--- src/rtl/operand_mux_arbiter.sv ---
// Round-robin arbiter for the shared crypto operand mux. It grants one requester per
// burst, drives the mux select and passes beats through a registered valid/ready stage.
module operand_mux_arbiter #(
    parameter int unsigned NREQ  = 4,
    parameter int unsigned WIDTH = 32,
    parameter int unsigned LENW  = 4
) (
    input  logic                   i_clk,
    input  logic                   i_rst_n,
    input  logic [NREQ-1:0]        i_req,
    input  logic [NREQ*LENW-1:0]   i_req_len,
    input  logic [NREQ-1:0]        i_req_valid,
    input  logic [NREQ*WIDTH-1:0]  i_req_data,
    output logic [NREQ-1:0]        o_req_ready_c,
    output logic [NREQ-1:0]        o_gnt,
    output logic [2:0]             o_sel,
    output logic [WIDTH-1:0]       o_out_data,
    output logic                   o_out_valid,
    input  logic                   i_out_ready,
    output logic                   o_done,
    output logic                   o_abort
);

    localparam int unsigned SELW = 3;

    typedef enum logic {
        S_IDLE,
        S_BURST
    } state_t;

    state_t            r_state;
    logic [NREQ-1:0]   r_gnt;
    logic [SELW-1:0]   r_sel;
    logic [SELW-1:0]   r_ptr;
    logic [LENW-1:0]   r_cnt;
    logic [WIDTH-1:0]  r_out_data;
    logic              r_out_valid;
    logic              r_done;
    logic              r_abort;

    state_t            w_state_nxt;
    logic [NREQ-1:0]   w_gnt_nxt;
    logic [SELW-1:0]   w_sel_nxt;
    logic [SELW-1:0]   w_ptr_nxt;
    logic [LENW-1:0]   w_cnt_nxt;
    logic [WIDTH-1:0]  w_out_data_nxt;
    logic              w_out_valid_nxt;
    logic              w_done_nxt;
    logic              w_abort_nxt;

    logic              w_found;
    logic [SELW-1:0]   w_win;
    logic [LENW-1:0]   w_win_len;
    logic              w_req_g;
    logic              w_valid_g;
    logic [WIDTH-1:0]  w_data_g;
    logic              w_accept;
    logic [SELW-1:0]   w_ptr_inc;

    // Winner search: first pass covers indices at or above PTR, second pass wraps to 0.
    always_comb begin
        w_found   = 1'b0;
        w_win     = '0;
        w_win_len = '0;
        for (int i = 0; i < int'(NREQ); i++) begin
            if (!w_found && i_req[i] && (SELW'(i) >= r_ptr)) begin
                w_found = 1'b1;
                w_win   = SELW'(i);
            end
        end
        for (int i = 0; i < int'(NREQ); i++) begin
            if (!w_found && i_req[i]) begin
                w_found = 1'b1;
                w_win   = SELW'(i);
            end
        end
        for (int i = 0; i < int'(NREQ); i++) begin
            if (SELW'(i) == w_win) begin
                w_win_len = i_req_len[i*LENW +: LENW];
            end
        end
    end

    // Granted requester's signals, selected through the one-hot grant.
    always_comb begin
        w_req_g   = |(i_req & r_gnt);
        w_valid_g = |(i_req_valid & r_gnt);
        w_data_g  = '0;
        for (int i = 0; i < int'(NREQ); i++) begin
            if (r_gnt[i]) begin
                w_data_g = i_req_data[i*WIDTH +: WIDTH];
            end
        end
    end

    // A dropped request blocks acceptance in the same cycle it is seen.
    assign w_accept      = (r_state == S_BURST) && w_req_g && w_valid_g
                           && (!r_out_valid || i_out_ready);
    assign o_req_ready_c = w_accept ? r_gnt : '0;
    assign w_ptr_inc     = (r_sel == SELW'(NREQ - 1)) ? '0 : r_sel + SELW'(1);

    always_comb begin
        w_state_nxt     = r_state;
        w_gnt_nxt       = r_gnt;
        w_sel_nxt       = r_sel;
        w_ptr_nxt       = r_ptr;
        w_cnt_nxt       = r_cnt;
        w_done_nxt      = 1'b0;
        w_abort_nxt     = 1'b0;
        w_out_valid_nxt = r_out_valid && !i_out_ready;
        w_out_data_nxt  = r_out_data;

        if (w_accept) begin
            w_out_valid_nxt = 1'b1;
            w_out_data_nxt  = w_data_g;
        end

        case (r_state)
            S_IDLE: begin
                if (w_found) begin
                    w_state_nxt = S_BURST;
                    w_gnt_nxt   = NREQ'(1) << w_win;
                    w_sel_nxt   = w_win;
                    w_cnt_nxt   = w_win_len;
                end
            end
            S_BURST: begin
                if (!w_req_g) begin
                    w_state_nxt = S_IDLE;
                    w_gnt_nxt   = '0;
                    w_sel_nxt   = '0;
                    w_ptr_nxt   = w_ptr_inc;
                    w_abort_nxt = 1'b1;
                end else if (w_accept) begin
                    if (r_cnt == '0) begin
                        w_state_nxt = S_IDLE;
                        w_gnt_nxt   = '0;
                        w_sel_nxt   = '0;
                        w_ptr_nxt   = w_ptr_inc;
                        w_done_nxt  = 1'b1;
                    end else begin
                        w_cnt_nxt = r_cnt - LENW'(1);
                    end
                end
            end
            default: begin
                w_state_nxt = S_IDLE;
                w_gnt_nxt   = '0;
                w_sel_nxt   = '0;
            end
        endcase
    end

    always_ff @(posedge i_clk or negedge i_rst_n) begin
        if (!i_rst_n) begin
            r_state     <= S_IDLE;
            r_gnt       <= '0;
            r_sel       <= '0;
            r_ptr       <= '0;
            r_cnt       <= '0;
            r_out_data  <= '0;
            r_out_valid <= 1'b0;
            r_done      <= 1'b0;
            r_abort     <= 1'b0;
        end else begin
            r_state     <= w_state_nxt;
            r_gnt       <= w_gnt_nxt;
            r_sel       <= w_sel_nxt;
            r_ptr       <= w_ptr_nxt;
            r_cnt       <= w_cnt_nxt;
            r_out_data  <= w_out_data_nxt;
            r_out_valid <= w_out_valid_nxt;
            r_done      <= w_done_nxt;
            r_abort     <= w_abort_nxt;
        end
    end

    assign o_gnt       = r_gnt;
    assign o_sel       = r_sel;
    assign o_out_data  = r_out_data;
    assign o_out_valid = r_out_valid;
    assign o_done      = r_done;
    assign o_abort     = r_abort;

endmodule

--- config.mk ---
export PLATFORM = sky130hd
export DESIGN_NAME = operand_mux_arbiter
export DESIGN_NICKNAME = d
export VERILOG_FILES = /design/src/rtl/operand_mux_arbiter.sv
export SDC_FILE = /design/constraint.sdc
export NUM_CORES = 1
export LEC_CHECK = 0
export CELL_PAD_IN_SITES_DETAIL_PLACEMENT = 0
export CELL_PAD_IN_SITES_GLOBAL_PLACEMENT = 2
export CORE_MARGIN = 2
export CORE_UTILIZATION = 30
export CTS_CLUSTER_SIZE = 30
export DETAILED_ROUTE_END_ITERATION = 12
export DONT_BUFFER_PORTS = 1
export HOLD_SLACK_MARGIN = 0.1
export PLACE_DENSITY_LB_ADDON = 0.1
export SLEW_MARGIN = 25
export SYNTH_ARGS = -nofsm -noshare
export SYNTH_HDL_FRONTEND = slang
export SYNTH_SLANG_ARGS = --single-unit
--- constraint.sdc ---
create_clock -name i_clk -period 1.93 [get_ports i_clk]
set_input_delay 0 -clock i_clk [delete_from_list [all_inputs] [get_ports i_clk]]
set_output_delay 0 -clock i_clk [all_outputs]
set_load 0.005 [all_outputs]
==> impl_metrics.ini, run 1 <==
[clocking]
clock_path_buffers = 2
ctsResizeCount = 6
cts.sinks = 48
hold_buffers = 101
root_buffer = clkbuf_8
cts-htree-levels = 2
cts_made_buffers = 5
cts_setup_buffers = 6

[synth]
syn_nets = 524
synthArstFlopShare = 1.00
synth-main-ff-cell = dfrtp_1
ys_ff_latch = 48
syn_area_um2 = 3020
synth_largest_area_cell = dfrtp_1
synth_area_leaders = dfrtp_1, a221oi_1, a21oi_1, nor3_1, nor2_1
syn_inst = 367
synth_warnings = 0
syn_area_per_cell_um2 = 8.22
ys_seq_area_frac = 0.398
synth_top_area_share = 0.398
synth-edff-count = 0
synth_cell_types = 49

[die]
die_w_um = 104
initial_core_util = 0.309
ios = 201
rows = 36
die_h_um = 104

[placed_design]
port_buffers = 0
place_inst = 487
dp_hpwl_mm = 7.23
place_congestion = 0.873

[outcome]
lastStage = clock tree synthesis (4_1_cts)
status = did not finish
first-error = [ERROR RSZ-0060] Max buffer count reached.
==> metrics by stage <==
| step | cell area, um2 | TNS, ps | hold WS [ps] | worst slack (ps) | utilization |
|---|---|---|---|---|---|
| after global placement | 3220 | -797 | -294 | -104 | 0.329 |
| after floorplan | 3020 | 0 | -296 | 120 | - |
| after detailed placement | 3220 | -500 | -294 | -77.7 | 0.330 |
==> cells in the mapped netlist (2+ instances only) <==
library cell and instances:
a32o_1 4, a221oi_1 31, a22o_1 3, ha_1 2, o221a_2 2, clkbuf_1 19, o21ai_1 29, a21oi_1 40
nand3_1 2, buf_2 8, o21ai_0 8, a22oi_1 3, buf_4 2, nand2_1 37, nand3b_1 2, mux2i_1 5
nand2b_1 3, inv_1 12, nor2b_1 2, o21a_1 2, and3_1 3, buf_1 3, dfrtp_1 48, nor2_1 40
nor3_1 33
==> cell families after synthesis <==
group           share of synthesized area
compound gates                      0.311
simple gates                        0.204
flops                               0.398
buf+inv                            0.0605
mux                                0.0166
fa+ha+maj                         0.00829
other cells                       0.00124
==> inputs of run 2 (changes only) <==
CELL_PAD_IN_SITES_DETAIL_PLACEMENT = unset   (was 0)
CELL_PAD_IN_SITES_GLOBAL_PLACEMENT = unset   (was 2)
CORE_UTILIZATION = 20   (was 30)
CTS_CLUSTER_SIZE = unset   (was 30)
HOLD_SLACK_MARGIN = unset   (was 0.1)
PLACE_DENSITY_LB_ADDON = 0.15   (was 0.1)
==> impl_metrics.ini, run 2 <==
[sta]
worst_pin_slew_ps = 704
worst_slack_ps = 89.9
final_max_slew_viol_count = 0
final.period_utilization = 0.953
period_needed_ps = 1840
fin_skew_ps = 10.5
max-slew-margin-rel = 0.531
hold_viol = 0
setup_tns_ps = 0
clock.fmax_mhz = 543
setup_violations = 0

[synth]
syn_area_per_cell_um2 = 8.22
synth_cell_types = 49
ys_seq_area_frac = 0.398
syn_nets = 524
ys_ff_latch = 48
synthArstFlopShare = 1.00
post-synth-top-count-cell = dfrtp_1
syn_area_um2 = 3020
synthTopCellsByCount = dfrtp_1, a21oi_1, nor2_1, nand2_1, nor3_1
synth-main-ff-cell = dfrtp_1
synth-edff-count = 0
synth_top_area_share = 0.398
syn_inst = 367
synth_largest_area_cell = dfrtp_1
synth_area_leaders = dfrtp_1, a221oi_1, a21oi_1, nor3_1, nor2_1
synth_warnings = 0

[clocking]
clock_path_buffers = 2
cts_tree = yes
clk_pin_slew_ps = 70
clock_latency_ps = 300
cts.sinks = 48
cts-htree-levels = 2
root_buffer = clkbuf_16
cts_made_buffers = 5

[die]
die_w_um = 127
die_h_um = 127
dieArea_um2 = 16100
ios = 201
core-area_um2 = 14600
rows = 44
initial_core_util = 0.206

[placed_design]
post-place-ws_ps = 103
dp_hpwl_mm = 7.74
port_buffers = 0
dpl_cell_area_um2 = 3290
place_congestion = 0.844

[route]
vias = 3008
drt-total-wl_mm = 11.2
drtAntennaViolNets = 0
vias_per_cell = 5.05
drc_errors = 0
wl_per_cell_um = 18.8
first_pass_iters = 4
drt_iter0_drc = 121

[power]
seqPwrFrac = 0.324
p_comb_frac = 0.505
power_density_nw_per_um2 = 1500
p_int_uw = 3420
vdd_ir_drop_max_uv = 446
switching_share = 0.429
netSwitchingPower_uw = 2570
pwr-share-clk = 0.171
power.leakage_uw = 0.00162

[setup_path]
path_class = register to register
cp_max_fo = 4
r2r_cells = 7
timing.rr.start = o_gnt[1]$_DFFE_PN0P_
timing.rr.end = r_cnt[2]$_DFFE_PN0P_
worstSetupEndpointType = register
crit_path_start_kind = register
rrSetupSlack_ps = 90
cp.required_ps = 2120
worstPathArrival_ps = 2030
crit_end = r_cnt[2]$_DFFE_PN0P_
crit_start = o_gnt[1]$_DFFE_PN0P_

[global_route]
grt_pass1_wl_mm = 15.8
grt_pass1_vias = 2894
grtUsageTotal = 0.129
grt_overflow = 0
grt_max_degree = 68
antenna_found_initial = 0

[cells_and_area]
multi_input_area_um2 = 1640
n_fill_cell = 1571
finalInstanceArea_um2 = 3990
antenna_cells = 0
final_cell_mix = dfrtp_1, dlygate4sd3_1, a21oi_1
largest_reg_flops = 32
layout_commonest_cell = dfrtp_1
nets = 568
area_growth_pct = 32.3
register_area_um2 = 1200
drive_gt1_frac = 0.121

[hold_path]
hold_class = input pin to register

[run]
maxCapViolCount = 0

[outcome]
status = complete, no violations
[run 2: cell families after synthesis]
| family | synth area share |
|---|---|
| DFF | 0.398 |
| other | 0.00124 |
| and+or+nand+nor | 0.204 |
| AOI/OAI and AO/OA | 0.311 |
| muxes | 0.0166 |
| adders and majority gates | 0.00829 |
| buffers and inverters | 0.0605 |
[run 2: stage by stage]
stage	total power [uW]	hold slack (ps)	instances	utilization
2_1_floorplan	3940	-296	367	-
5_1_grt	6560	26.2	596	0.273
4_1_cts	6030	21.6	590	0.268
3_5_place_dp	4850	-294	538	0.225
3_3_place_gp	4820	-294	538	0.225
6_report	5990	33.1	596	0.273
[run 2: worst max-delay path, stage by stage (launching register included)]
cell and delay [ps]:
dfrtp_1 420, a22oi_1 300, a221oi_4 120, buf_4 180, a31oi_4 200, nor3b_1 80
o21a_1 180, a221o_1 250
[run 2: what timing repair did]
item                                   4_1_cts  5_1_grt
hold buffers                                43        0
setup buffers                                1        5
setup endpoints to repair                    1        3
endpoints found under the hold margin       85        0
gates cloned                                 0        1
pin swaps                                    1        1
gates resized for setup                      0        2
[run 2: worst min-delay path by stage]
| stage | slack [ps] | cells after the start | end | startpoint |
|---|---|---|---|---|
| after global placement | -290 | 0 | o_out_data[24]$_DFFE_PN0P_ | i_rst_n |
| after CTS | 20 | 4 | o_out_data[15]$_DFFE_PN0P_ | i_req_data[79] |
| after detailed placement | -290 | 0 | o_out_data[24]$_DFFE_PN0P_ | i_rst_n |
| after floorplan | -300 | 0 | o_abort$_DFF_PN0_ | i_rst_n |
| after global routing | 30 | 2 | o_abort$_DFF_PN0_ | i_req[2] |
| final | 30 | 2 | o_abort$_DFF_PN0_ | i_req[2] |
[run 2: per-layer routing]
layer / GRT usage / up-vias / part of all wire
li1: - / 1440 / -
met1: 0.145 / 1391 / 0.40
met2: 0.233 / 160 / 0.49
met3: 0.0388 / 17 / 0.090
met4: 0.0440 / 0 / 0.019
met5: 0 / - / 0
[run 2: layout make-up]
cell class / instances / share of cell area
clock buffers: 5 / 0.0313
multi-input cells: 275 / 0.411
repair buffers: 69 / 0.177
well taps: 184 / 0.0577
inverters: 12 / 0.0113
clock inverters: 3 / 0.0107
flip-flops and latches: 48 / 0.301
[run 2: power by group through the flow]
stage / logic (uW) / registers (uW) / clock network (uW)
after global routing: 3440 / 2000 / 1130
after floorplan: 2130 / 1820 / 0
after global placement: 2860 / 1960 / 0
after CTS: 3000 / 1940 / 1080
after detailed placement: 2890 / 1960 / 0
final: 3020 / 1940 / 1030
Power figures use the tool's default switching activity.
